File: src/rtl/toy_seq_controller.sv
// Multi-cycle sequencer for the toy CPU: fetch, decode, optional data-memory
// access and execute, with memory handshake stalls bounded by TIMEOUT.
module toy_seq_controller #(
    parameter int OPW     = 4,
    parameter int TIMEOUT = 15
) (
    input  logic           clk,
    input  logic           rst,
    input  logic [OPW-1:0] opcode,
    input  logic           imem_ready,
    input  logic           dmem_ready,
    input  logic           flag_c,
    input  logic           flag_z,
    output logic           rd_imem,
    output logic           ir_load,
    output logic           pc_en,
    output logic [1:0]     src_pc,
    output logic [2:0]     alu_op,
    output logic           wr_t,
    output logic           wr_a,
    output logic           src_a,
    output logic           rd_dmem,
    output logic           wr_dmem,
    output logic           src_adr,
    output logic           src_data,
    output logic           halted,
    output logic           err_illegal,
    output logic           err_timeout
);
    typedef enum logic [2:0] {FETCH, DECODE, MEM_RD, MEM_WR, EXEC, HALT} state_t;

    localparam int            CW       = (TIMEOUT > 0) ? $clog2(TIMEOUT + 1) : 1;
    localparam logic [CW-1:0] CNT_MAX  = '1;
    localparam logic [CW-1:0] CNT_LAST = (TIMEOUT > 0) ? CW'(TIMEOUT - 1) : '0;

    localparam logic [3:0] OP_JMP = 4'h0, OP_ADC = 4'h1, OP_XOR = 4'h2, OP_SBR = 4'h3;
    localparam logic [3:0] OP_ROR = 4'h4, OP_TAT = 4'h5, OP_OR  = 4'h6, OP_ILL = 4'h7;
    localparam logic [3:0] OP_AND = 4'h8, OP_LDC = 4'h9, OP_BCC = 4'hA, OP_BNE = 4'hB;
    localparam logic [3:0] OP_LDI = 4'hC, OP_STT = 4'hD, OP_LDA = 4'hE, OP_STA = 4'hF;

    state_t         state, nxt;
    logic [OPW-1:0] op;
    logic [CW-1:0]  cnt;
    logic [31:0]    op_ext;
    logic [3:0]     op4;
    logic           op_bad, cls_rd, cls_wr, is_wr_a, is_src_a, taken;
    logic [2:0]     alu_sel;
    logic           fetch_hit, waiting, ready_now, timed_out;

    assign op_ext   = 32'(op);
    assign op4      = op_ext[3:0];
    assign op_bad   = (op_ext > 32'd15) || (op4 == OP_ILL);
    assign is_wr_a  = op4 inside {OP_ADC, OP_XOR, OP_SBR, OP_ROR, OP_OR, OP_AND, OP_LDC, OP_LDI, OP_LDA};
    assign is_src_a = op4 inside {OP_LDC, OP_LDI, OP_LDA};
    assign taken    = (op4 == OP_JMP) || (op4 == OP_BCC && !flag_c) || (op4 == OP_BNE && !flag_z);

    always_comb begin
        cls_rd  = 1'b0;
        cls_wr  = 1'b0;
        alu_sel = 3'b000;
        case (op4)
            OP_ADC, OP_XOR, OP_SBR, OP_OR, OP_AND, OP_LDC, OP_LDI, OP_LDA: cls_rd = 1'b1;
            OP_STT, OP_STA: cls_wr = 1'b1;
            default: ;
        endcase
        case (op4)
            OP_SBR:  alu_sel = 3'b001;
            OP_ROR:  alu_sel = 3'b100;
            OP_XOR:  alu_sel = 3'b101;
            OP_OR:   alu_sel = 3'b110;
            OP_AND:  alu_sel = 3'b111;
            default: alu_sel = 3'b000;
        endcase
    end

    // rd_imem is low for the single cycle after reset release; FETCH only
    // accepts a word or counts stall cycles once the request is out.
    assign fetch_hit = (state == FETCH) && rd_imem && imem_ready;
    assign waiting   = ((state == FETCH) && rd_imem) || (state == MEM_RD) || (state == MEM_WR);
    assign ready_now = (state == FETCH) ? imem_ready : dmem_ready;
    assign timed_out = (TIMEOUT > 0) && waiting && !ready_now && (cnt == CNT_LAST);

    assign ir_load = fetch_hit;
    assign src_pc  = (state == EXEC && taken) ? 2'b01 : 2'b00;

    always_comb begin
        nxt = state;
        case (state)
            FETCH:  if (fetch_hit) nxt = DECODE;
                    else if (timed_out) nxt = HALT;
            DECODE: if (op_bad) nxt = HALT;
                    else if (cls_rd) nxt = MEM_RD;
                    else if (cls_wr) nxt = MEM_WR;
                    else nxt = EXEC;
            MEM_RD, MEM_WR: if (dmem_ready) nxt = EXEC;
                            else if (timed_out) nxt = HALT;
            EXEC:   nxt = FETCH;
            HALT:   nxt = HALT;
            default: nxt = HALT;
        endcase
    end

    // Outputs are registered from the next state so they line up with it.
    always_ff @(posedge clk or posedge rst) begin
        if (rst) begin
            state       <= FETCH;
            op          <= '0;
            cnt         <= '0;
            rd_imem     <= 1'b0;
            pc_en       <= 1'b0;
            alu_op      <= 3'b000;
            wr_t        <= 1'b0;
            wr_a        <= 1'b0;
            src_a       <= 1'b0;
            rd_dmem     <= 1'b0;
            wr_dmem     <= 1'b0;
            src_adr     <= 1'b0;
            src_data    <= 1'b0;
            halted      <= 1'b0;
            err_illegal <= 1'b0;
            err_timeout <= 1'b0;
        end else begin
            state <= nxt;
            if (fetch_hit)
                op <= opcode;
            if (nxt != state)
                cnt <= '0;
            else if (waiting && !ready_now && cnt != CNT_MAX)
                cnt <= cnt + CW'(1);
            if (state == DECODE && op_bad)
                err_illegal <= 1'b1;
            if (timed_out)
                err_timeout <= 1'b1;
            rd_imem  <= (nxt == FETCH);
            rd_dmem  <= (nxt == MEM_RD);
            wr_dmem  <= (nxt == MEM_WR);
            src_adr  <= (nxt == MEM_RD && op4 == OP_LDI) || (nxt == MEM_WR && op4 == OP_STT);
            src_data <= (nxt == MEM_WR && op4 == OP_STT);
            alu_op   <= (nxt == MEM_RD || nxt == EXEC) ? alu_sel : 3'b000;
            pc_en    <= (nxt == EXEC);
            wr_a     <= (nxt == EXEC) && is_wr_a;
            src_a    <= (nxt == EXEC) && is_src_a;
            wr_t     <= (nxt == EXEC) && (op4 == OP_TAT);
            halted   <= (nxt == HALT);
        end
    end
endmodule

File: config.mk
export PLATFORM = sky130hd
export DESIGN_NAME = toy_seq_controller
export DESIGN_NICKNAME = d
export VERILOG_FILES = /design/src/rtl/toy_seq_controller.sv
export SDC_FILE = /design/constraint.sdc
export NUM_CORES = 1
export LEC_CHECK = 0
export ABC_AREA = 1
export CAP_MARGIN = 20
export CORE_MARGIN = 3
export CORE_UTILIZATION = 45
export DETAILED_ROUTE_END_ITERATION = 16
export HOLD_SLACK_MARGIN = 0.03
export PLACE_DENSITY = 0.75
export SYNTH_ARGS = -nofsm -noshare
export SYNTH_HDL_FRONTEND = slang
export SYNTH_SLANG_ARGS = --single-unit
File: constraint.sdc
create_clock -name clk -period 1.55 [get_ports clk]
set_input_delay 0.465 -clock clk [delete_from_list [all_inputs] [get_ports clk]]
set_output_delay 0.465 -clock clk [all_outputs]
set_load 0.05 [all_outputs]
Word-level counts from Yosys, hierarchy flattened

Cells that the tools add are included.

Register bits after elaboration: 26
Bits of input ports: 10
Output and inout port bits: 18
Logic and storage cells: 92

Add/subtract/negate cells: 1
Order comparisons: 1
Equal/unequal tests: 26
Muxes and demuxes: 15
Reductions and logical operators: 33

Operators with widths:

| cell                | number |
|---|---|
| $eq 4x4->1 const B  | 9 |
| $mux 3              | 7 |
| $eq 4x3->1 const B  | 4 |
| $pmux 3 s5          | 1 |
| $logic_and 1x1->1   | 14 |
| $eq 3x2->1 const B  | 4 |
| $pmux 3 s4          | 1 |
| $eq 3x3->1 const B  | 3 |
| $reduce_bool 9->1   | 1 |
| $eq 4x2->1 const B  | 2 |
| $mux 4              | 2 |
| $reduce_or 8->1     | 1 |
| $logic_or 1x1->1    | 7 |
| $logic_not 3->1     | 2 |
| $add 4x1->4 const B | 1 |
| $eq 4x1->1 const B  | 1 |
| $gt 4x4->1 const B  | 1 |
| $logic_not 4->1     | 1 |
| $mux 1              | 4 |
| $ne 4x4->1 const B  | 1 |
| $reduce_or 2->1     | 2 |
| $eq 3x1->1 const B  | 1 |
| $logic_not 1->1     | 3 |
| $ne 3x3->1          | 1 |
| 2 further kinds     | 2 |

Longest topological paths before layout

Gate-level depths: netlist of the first run.

Depth in word-level cells: 12
Gate-level depth with buffers: 12
Gate-level depth less buffers: 12

Worst setup path before layout of the first run

OpenSTA, ideal clock, no wires.

Kind: reg2out
Start point: reg op[0]
End point: out src_pc[0]
Arrival time: 1.825 ns
Required time: 1.085 ns
Path slack: -0.740 ns
Stages on the path, launching flop included: 6
Buffers on the path: 0
Cells stage by stage: dfrtp_1 inv_2 nand2_1 o22ai_1 a22oi_1 nor3_1

Word-level cells in the longest chain between the ends: 6
Elaborated cells on any way between the ends: 9
Those cells by class: 2 x eq/ne; 1 x mux; 6 x reduce/logical

RTL lines:

| item                     | RTL line | text |
|---|---|---|
| start: declaration       | 42       | `logic [OPW-1:0] op;` |
| start signal: assignment | 125      | `op <= opcode;` |
| $eq 4x4->1               | 55       | `assign taken = (op4 == OP_JMP) \|\| (op4 == OP_BCC && !flag_c) \|\| (op4 == OP_BNE && !flag_z);` |
| $logic_and 1x1->1        | 55       |  |
| $logic_or 1x1->1         | 55       |  |
| $logic_or 1x1->1 (*)     | 55       |  |
| $logic_and 1x1->1 (*)    | 84       | `assign src_pc = (state == EXEC && taken) ? 2'b01 : 2'b00;` |
| $mux 1 (*)               | 84       |  |
| end: declaration         | 17       | `output logic [1:0] src_pc,` |

Every way passes the cells marked *; elsewhere a longest branch is shown, timed or not.

Worst setup path in the final report of the first run

Start point: reg op[3]
End point: out src_pc[0]

The elaborated chain is that of the path after synthesis.

==> key figures, run 1 <==
Layout
  • Finished Layout Cells: 271
  • Fin area: about 2400 um2
  • Antenna cells: 0
  • Nets: roughly 250
  • Share of layout cells above drive strength 1: 0.4708
  • P&R area growth vs syn: 72.88%
  • Fillers: 150

Setup path
  • Worst setup SP type: flop
  • R2R cell count: 12
  • Critical R2R Launch: state[0]
  • Largest fanout on the critical path: 3
  • Crit. End Element: primary output
  • Worst reg2reg setup slack: -0.32 ns
  • Critical Path RT: 1.08 ns
  • Critical R2R Capture: cnt[0]
  • Crit. Startpoint: op[3]
  • Critical path class: reg2out
  • Critical Path Sink: src_pc[0]
  • Worst EP arrival: 1.50 ns

Logic synthesis
  • Most common cell in the synthesized netlist: nand2_1
  • Number of synthesized flops with an enable pin: 0
  • Synthesized net count: around 180
  • Netlist cell types: 30
  • Ranking of synthesized cells by area: dfrtp_1 (47%), nand2_1 (8.5%), nor2_1 (5.7%)
  • Synth top area share: 0.4732
  • Sequential share of the synthesized area: 0.4732
  • Post-Syn Area: 1375 um2
  • Async S/R FF share, synth: 1.000
  • Yosys warns: 0
  • Commonest cells in the netlist: nand2_1 (31), dfrtp_1 (26), nor2_1 (21)
  • Most area-hungry cell type in the Yosys netlist: dfrtp_1
  • Syn Inst Count: between 150 and 200
  • #FFs+latches synth: 26
  • Ys flop type: dfrtp_1
  • Synth Area per Inst: 8.137 um2

Floorplanning
  • Row count: 19
  • Initial Util: 0.4861
  • Die area: 3755 um2
  • Core footprint: 2829 um2
  • Top Ports: 28
  • Die height: around 61 um
  • Die Span X: 61.28 um

GRT
  • Number of global-route vias before repair: roughly 1,500
  • All-Layer GR Usage: 0.2486
  • GR Overflow Total: 0
  • Largest net degree at the start of global routing: 27
  • Antenna violations before repair: 0
  • First-pass GRT wire length: about 6600 um

CTS
  • Num CTS Buffers: 3
  • Root Buffer: clkbuf_4
  • CTS max path bufs: 2
  • Clk Latency, worst-skew pair: 0.34 ns
  • CTS tree: yes
  • Num Clock Sinks: 26
  • H-tree levels: 1
  • Clock transition at path regs: about 0.15 ns

Detailed routing
  • Residual DRC count: 0
  • DR iter-0 viols: 85
  • DR pass1 iterations: 4
  • Avg WL per Cell: roughly 17 um
  • Drt via density: around 5.7
  • Number of nets with antenna violations after routing: 0
  • Vias: 1,538
  • Final WL: 4585 um

Min path
  • Worst Hold Class: in2async

Run status
  • Violated checks: negative setup slack
  • Outcome: finished with violations

Placed design
  • DP Area: 2071 um2
  • Hpwl dp: between 2000 and 3000 um
  • Placed Cells incl. Taps: about 250
  • Number of port buffers: 26
  • Pre-CTS setup slack: -0.4212 ns
  • GPL Wtd Cong: roughly 0.97

Timing
  • Setup TNS: -5.694 ns
  • RSZ-0062 raised after global routing: yes
  • Worst Skew: 0.004976 ns
  • Tmin final: 1.962 ns
  • Final period util: 1.266
  • Fmax: approximately 510 MHz
  • Final Hold Vio Count: 0
  • Final Setup Violations: 22
  • Final setup margin: -0.4124 ns
  • Slew Limit Fails: 0

Power and ir drop
  • Peak supply drop: 0.5087 mV
  • Total power: approximately 0.0012 W
  • Pwr dens: just over 500 nW/um2
  • Lkg Pwr: about 1.1 nW

Job
  • Max Cap Viol: 0
==> what timing repair did <==
action,CTS,global route
endpoints found under the hold margin,0,0
resized for setup,19,25
buffers inserted,9,7
pin swaps,8,10
hold buffers,0,0
endpoints found under the setup margin,14,26
==> how the worst min path moves through the flow <==
stage | from | endpoint | slack (ns)
6_report | rst | wr_dmem | 0.45
3_5_place_dp | err_illegal | err_illegal | 0.52
4_1_cts | rst | halted | 0.47
5_1_grt | rst | wr_dmem | 0.50
2_1_floorplan | rst | alu_op[0] | 0.50
3_3_place_gp | err_timeout | err_timeout | 0.51
==> per-layer routing <==
layer	share of wire	GRT usage	up-vias
met5	0	0	-
met4	0.078	0.1858	0
met3	0.063	0.04193	40
met2	0.51	0.4366	92
met1	0.35	0.2644	723
li1	-	-	683
==> power breakdown <==
part / switching [W] / internal, W
sequential: 0.00000987 / 0.000685
clock: 0.000223 / 0.000144
combinational: 0.0000944 / 0.0000774
total: 0.000327 / 0.000907
==> per-stage QoR <==
step,util,hold WS [ns]
3_3_place_gp,0.7320,0.5097
6_report,0.8403,0.4493
2_1_floorplan,-,0.5049
4_1_cts,0.7930,0.4740
3_5_place_dp,0.7320,0.5165
5_1_grt,0.8403,0.5007
==> layout make-up <==
type	count	area (um2)	share of cell area
Multi-Input combinational cell	116	783.3	0.3295
Timing Repair Buffer	69	767.0	0.3226
Sequential cell	26	655.6	0.2758
Inverter	25	96.34	0.04053
Tap cell	31	38.79	0.01632
Clock buffer	4	36.28	0.01526
==> layout by cell type, fill, tap and decap left out, types with 2 or more instances in the layout <==
master	count
nand3_2	2
ha_1	2
nor3_4	3
a21oi_2	2
nand4_1	2
nand3_1	10
nand2_4	3
inv_1	20
a21oi_1	3
nand3_4	4
nor2_1	13
dfrtp_1	22
o21ai_0	5
dfrtp_2	4
clkdlybuf4s50_1	8
o21ai_1	5
buf_12	17
buf_6	4
inv_2	4
xor2_1	3
nor2_2	9
clkbuf_4	3
nor2_4	6
buf_4	39
nand2_1	26
nand2_2	7
==> worst max-delay path, stage by stage (launching register included) <==
cell and delay, ns:
dfrtp_1 0.45, inv_2 0.07, nor2_2 0.19, a22oi_2 0.11, nor3_4 0.17, buf_12 0.16
==> state kept, by name, summed over array words and instances, names as in the netlist, 3 cells and up <==
name,count
state,3
alu_op,3
cnt,4
op,4
==> cells by family after synthesis <==
family / share of synthesized area
buffers and inverters: 0.07734
other: 0.002727
adders and majority gates: 0.01820
DFF: 0.4732
and+or+nand+nor: 0.3158
xor gates and xnor gates: 0.01911
AOI/OAI and AO/OA: 0.09373
No activity file was read; power rests on OpenSTA's default activity.
==> inputs of run 2 (changes only) <==
==> constraint.sdc (replaced) <==
create_clock -name clk -period 1.55 [get_ports clk]
set_input_delay 0.31 -clock clk [delete_from_list [all_inputs] [get_ports clk]]
set_output_delay 0.31 -clock clk [all_outputs]
set_load 0.05 [all_outputs]
==> run 2 against run 1 <==
Compared with the run above:
- the run still ends with negative setup slack left
- sequential power is 0.6% higher
- combinational power about the same
- final cell count fell by 0.37%
- setup slack better by 0.13 ns
- clock skew is 0.00086 ns lower
- flip-flop and latch count did not move
- sequential share of layout area rose by 0.55 points
- design area shrank 1.6%
- fmax is 7.1% higher
==> key figures, run 2 (synthesized netlist as in run 1, its figures left out) <==
Timing
  • Tmin final: 1.832 ns (-0.1306 ns)
  • Fmax: 545.9 MHz (+7.1%)
  • Setup TNS: -4.354 ns (+1.340 ns)
  • Final Hold Vio Count: 0 (unchanged)
  • Final period util: 1.182 (-0.08423)
  • Final setup margin: -0.2819 ns (+0.1306 ns)
  • Final hold slack: 0.3059 ns (-0.1434 ns)
  • Slew Limit Fails: 0 (unchanged)
  • Final Setup Violations: 22 (unchanged)
  • Worst Skew: 0.004114 ns (-0.0008628 ns)
  • RSZ-0062 raised after global routing: yes

Min path
  • Worst Hold Class: in2async

Floorplanning
  • Top Ports: 28 (unchanged)
  • Die Span X: 61.28 um (unchanged)
  • Row count: 19 (unchanged)
  • Die height: 61.28 um (unchanged)
  • Die area: 3755 um2 (unchanged)
  • Core footprint: 2829 um2 (unchanged)
  • Initial Util: 0.4861 (unchanged)

CTS
  • Clk Latency, worst-skew pair: 0.34 ns (about the same)
  • CTS tree: yes
  • CTS max path bufs: 2 (unchanged)
  • Num Clock Sinks: 26 (unchanged)
  • Hold Buf Count CTS: 0 (unchanged)
  • Clock transition at path regs: 0.15 ns (about the same)
  • H-tree levels: 1 (unchanged)
  • Num CTS Buffers: 3 (unchanged)
  • Root Buffer: clkbuf_4

Setup path
  • Worst setup SP type: flop
  • Crit. End Element: primary output
  • Critical Path RT: 1.24 ns (+0.16 ns)
  • Critical path class: reg2out
  • Largest fanout on the critical path: 6 (+3)
  • Worst EP arrival: 1.52 ns (+0.02 ns)

GRT
  • All-Layer GR Usage: 0.2040 (-0.04455)
  • Antenna violations before repair: 0 (unchanged)
  • Largest net degree at the start of global routing: 27 (unchanged)
  • Number of global-route vias before repair: 1,305 (-11%)
  • First-pass GRT wire length: 5637 um (-15%)
  • GR Overflow Total: 0 (unchanged)

Detailed routing
  • Final WL: 4707 um (+2.7%)
  • Drt via density: 5.481 (-3.4%)
  • DR pass1 iterations: 4 (unchanged)
  • Vias: 1,480 (-3.8%)
  • DR iter-0 viols: 95 (+12%)
  • Residual DRC count: 0 (unchanged)
  • Avg WL per Cell: 17.43 um (+3.0%)
  • Number of nets with antenna violations after routing: 0 (unchanged)

Layout
  • Nets: 252 (-0.40%)
  • Fillers: 158 (+5.3%)
  • Seq. cell area: 658.1 um2 (+0.38%)
  • Top flop regs: cnt (4), op (4)
  • Area of the multi-input gates: 859.6 um2 (+9.7%)
  • Antenna cells: 0 (unchanged)
  • Commonest non-fill, non-tap cell in the layout: buf_4
  • Share of layout cells above drive strength 1: 0.5565 (+0.08565)
  • Commonest non-fill, non-tap cells in the layout: buf_4 (45), dfrtp_1 (20), nand2_1 (19), inv_1 (15)
  • Finished Layout Cells: 270 (-0.37%)
  • P&R area growth vs syn: 70.15%

Run status
  • Violated checks: negative setup slack
  • Outcome: finished with violations

Placed design
  • Number of port buffers: 26 (unchanged)
  • Hpwl dp: 2382 um (-5.1%)
  • Placed Cells incl. Taps: 245 (-2.4%)
  • GPL Wtd Cong: 0.8798 (-9.7%)

Power and ir drop
  • Lkg Pwr: 1.071 nW (-4.3%)
  • Pwr dens: 578.2 nW/um2 (+11%)
  • Peak supply drop: 0.4610 mV (-9.4%)
  • Total power: 0.001353 W (+9.6%)

Job
  • Max Cap Viol: 0 (unchanged)
-- run 2: cell count changes in the layout (fill, tap and decap cells not counted), sizes merged --
cell,delta
dlygate4sd2,-1
clkdlybuf4s50,+1
buf,-1
bufinv,+1
clkbuf,-1
-- run 2: final timing paths --
kind | cells after the start | slack, ns | startpoint | end
min reg2reg | 2 | 0.55 | err_timeout | err_timeout
min in group clk | 3 | 0.52 | opcode[1] | op[1]
max in group asynchronous | 3 | 0.98 | rst | op[3]
min | 3 | 0.31 | rst | cnt[0]
max reg2reg | 12 | -0.28 | state[1] | alu_op[2]
max | 4 | -0.28 | op[2] | src_pc[0]
-- run 2: area by class of cell --
type,count,area share
Clock inverter,1,0.01283
Inverter,25,0.04332
Tap cell,31,0.01658
Multi-Input combinational cell,116,0.3674
Sequential cell,26,0.2813
Timing Repair Buffer,68,0.2690
Clock buffer,3,0.009626
-- run 2: worst max-delay path, cell delays in order, from the launching register on --
cell,delay [ns]
dfrtp_2,0.49
nor2_2,0.23
a22oi_2,0.13
nor3_4,0.17
buf_12,0.16
-- run 2: report_power, final --
| part | switching [W] | internal (W) |
|---|---|---|
| sequential | 0.0000128 | 0.000686 |
| clock | 0.000220 | 0.000262 |
| combinational | 0.0000980 | 0.0000743 |
-- run 2: timing repair --
item	4_1_cts	5_1_grt
endpoints found under the setup margin	18	21
pin swaps	3	9
gates resized for setup	10	62
cloned	0	0
buffers inserted	9	12
-- run 2: layer usage --
layer,up-vias,GRT usage,share of wire
met5,-,0,0
met2,60,0.3565,0.52
met4,0,0.07121,0.029
met3,15,0.02725,0.042
met1,719,0.2580,0.41
li1,686,-,-
-- run 2: per-stage QoR --
stage               setup slack (ns)    util  area [um2]
detailed placement           -0.2175  0.6630        1876
global placement             -0.1549  0.6630        1876
global route                 -0.3675  0.8271        2340
finish                       -0.2819  0.8271        2340
floorplan                   -0.03093       -        1411
CTS                          -0.2469  0.7192        2034
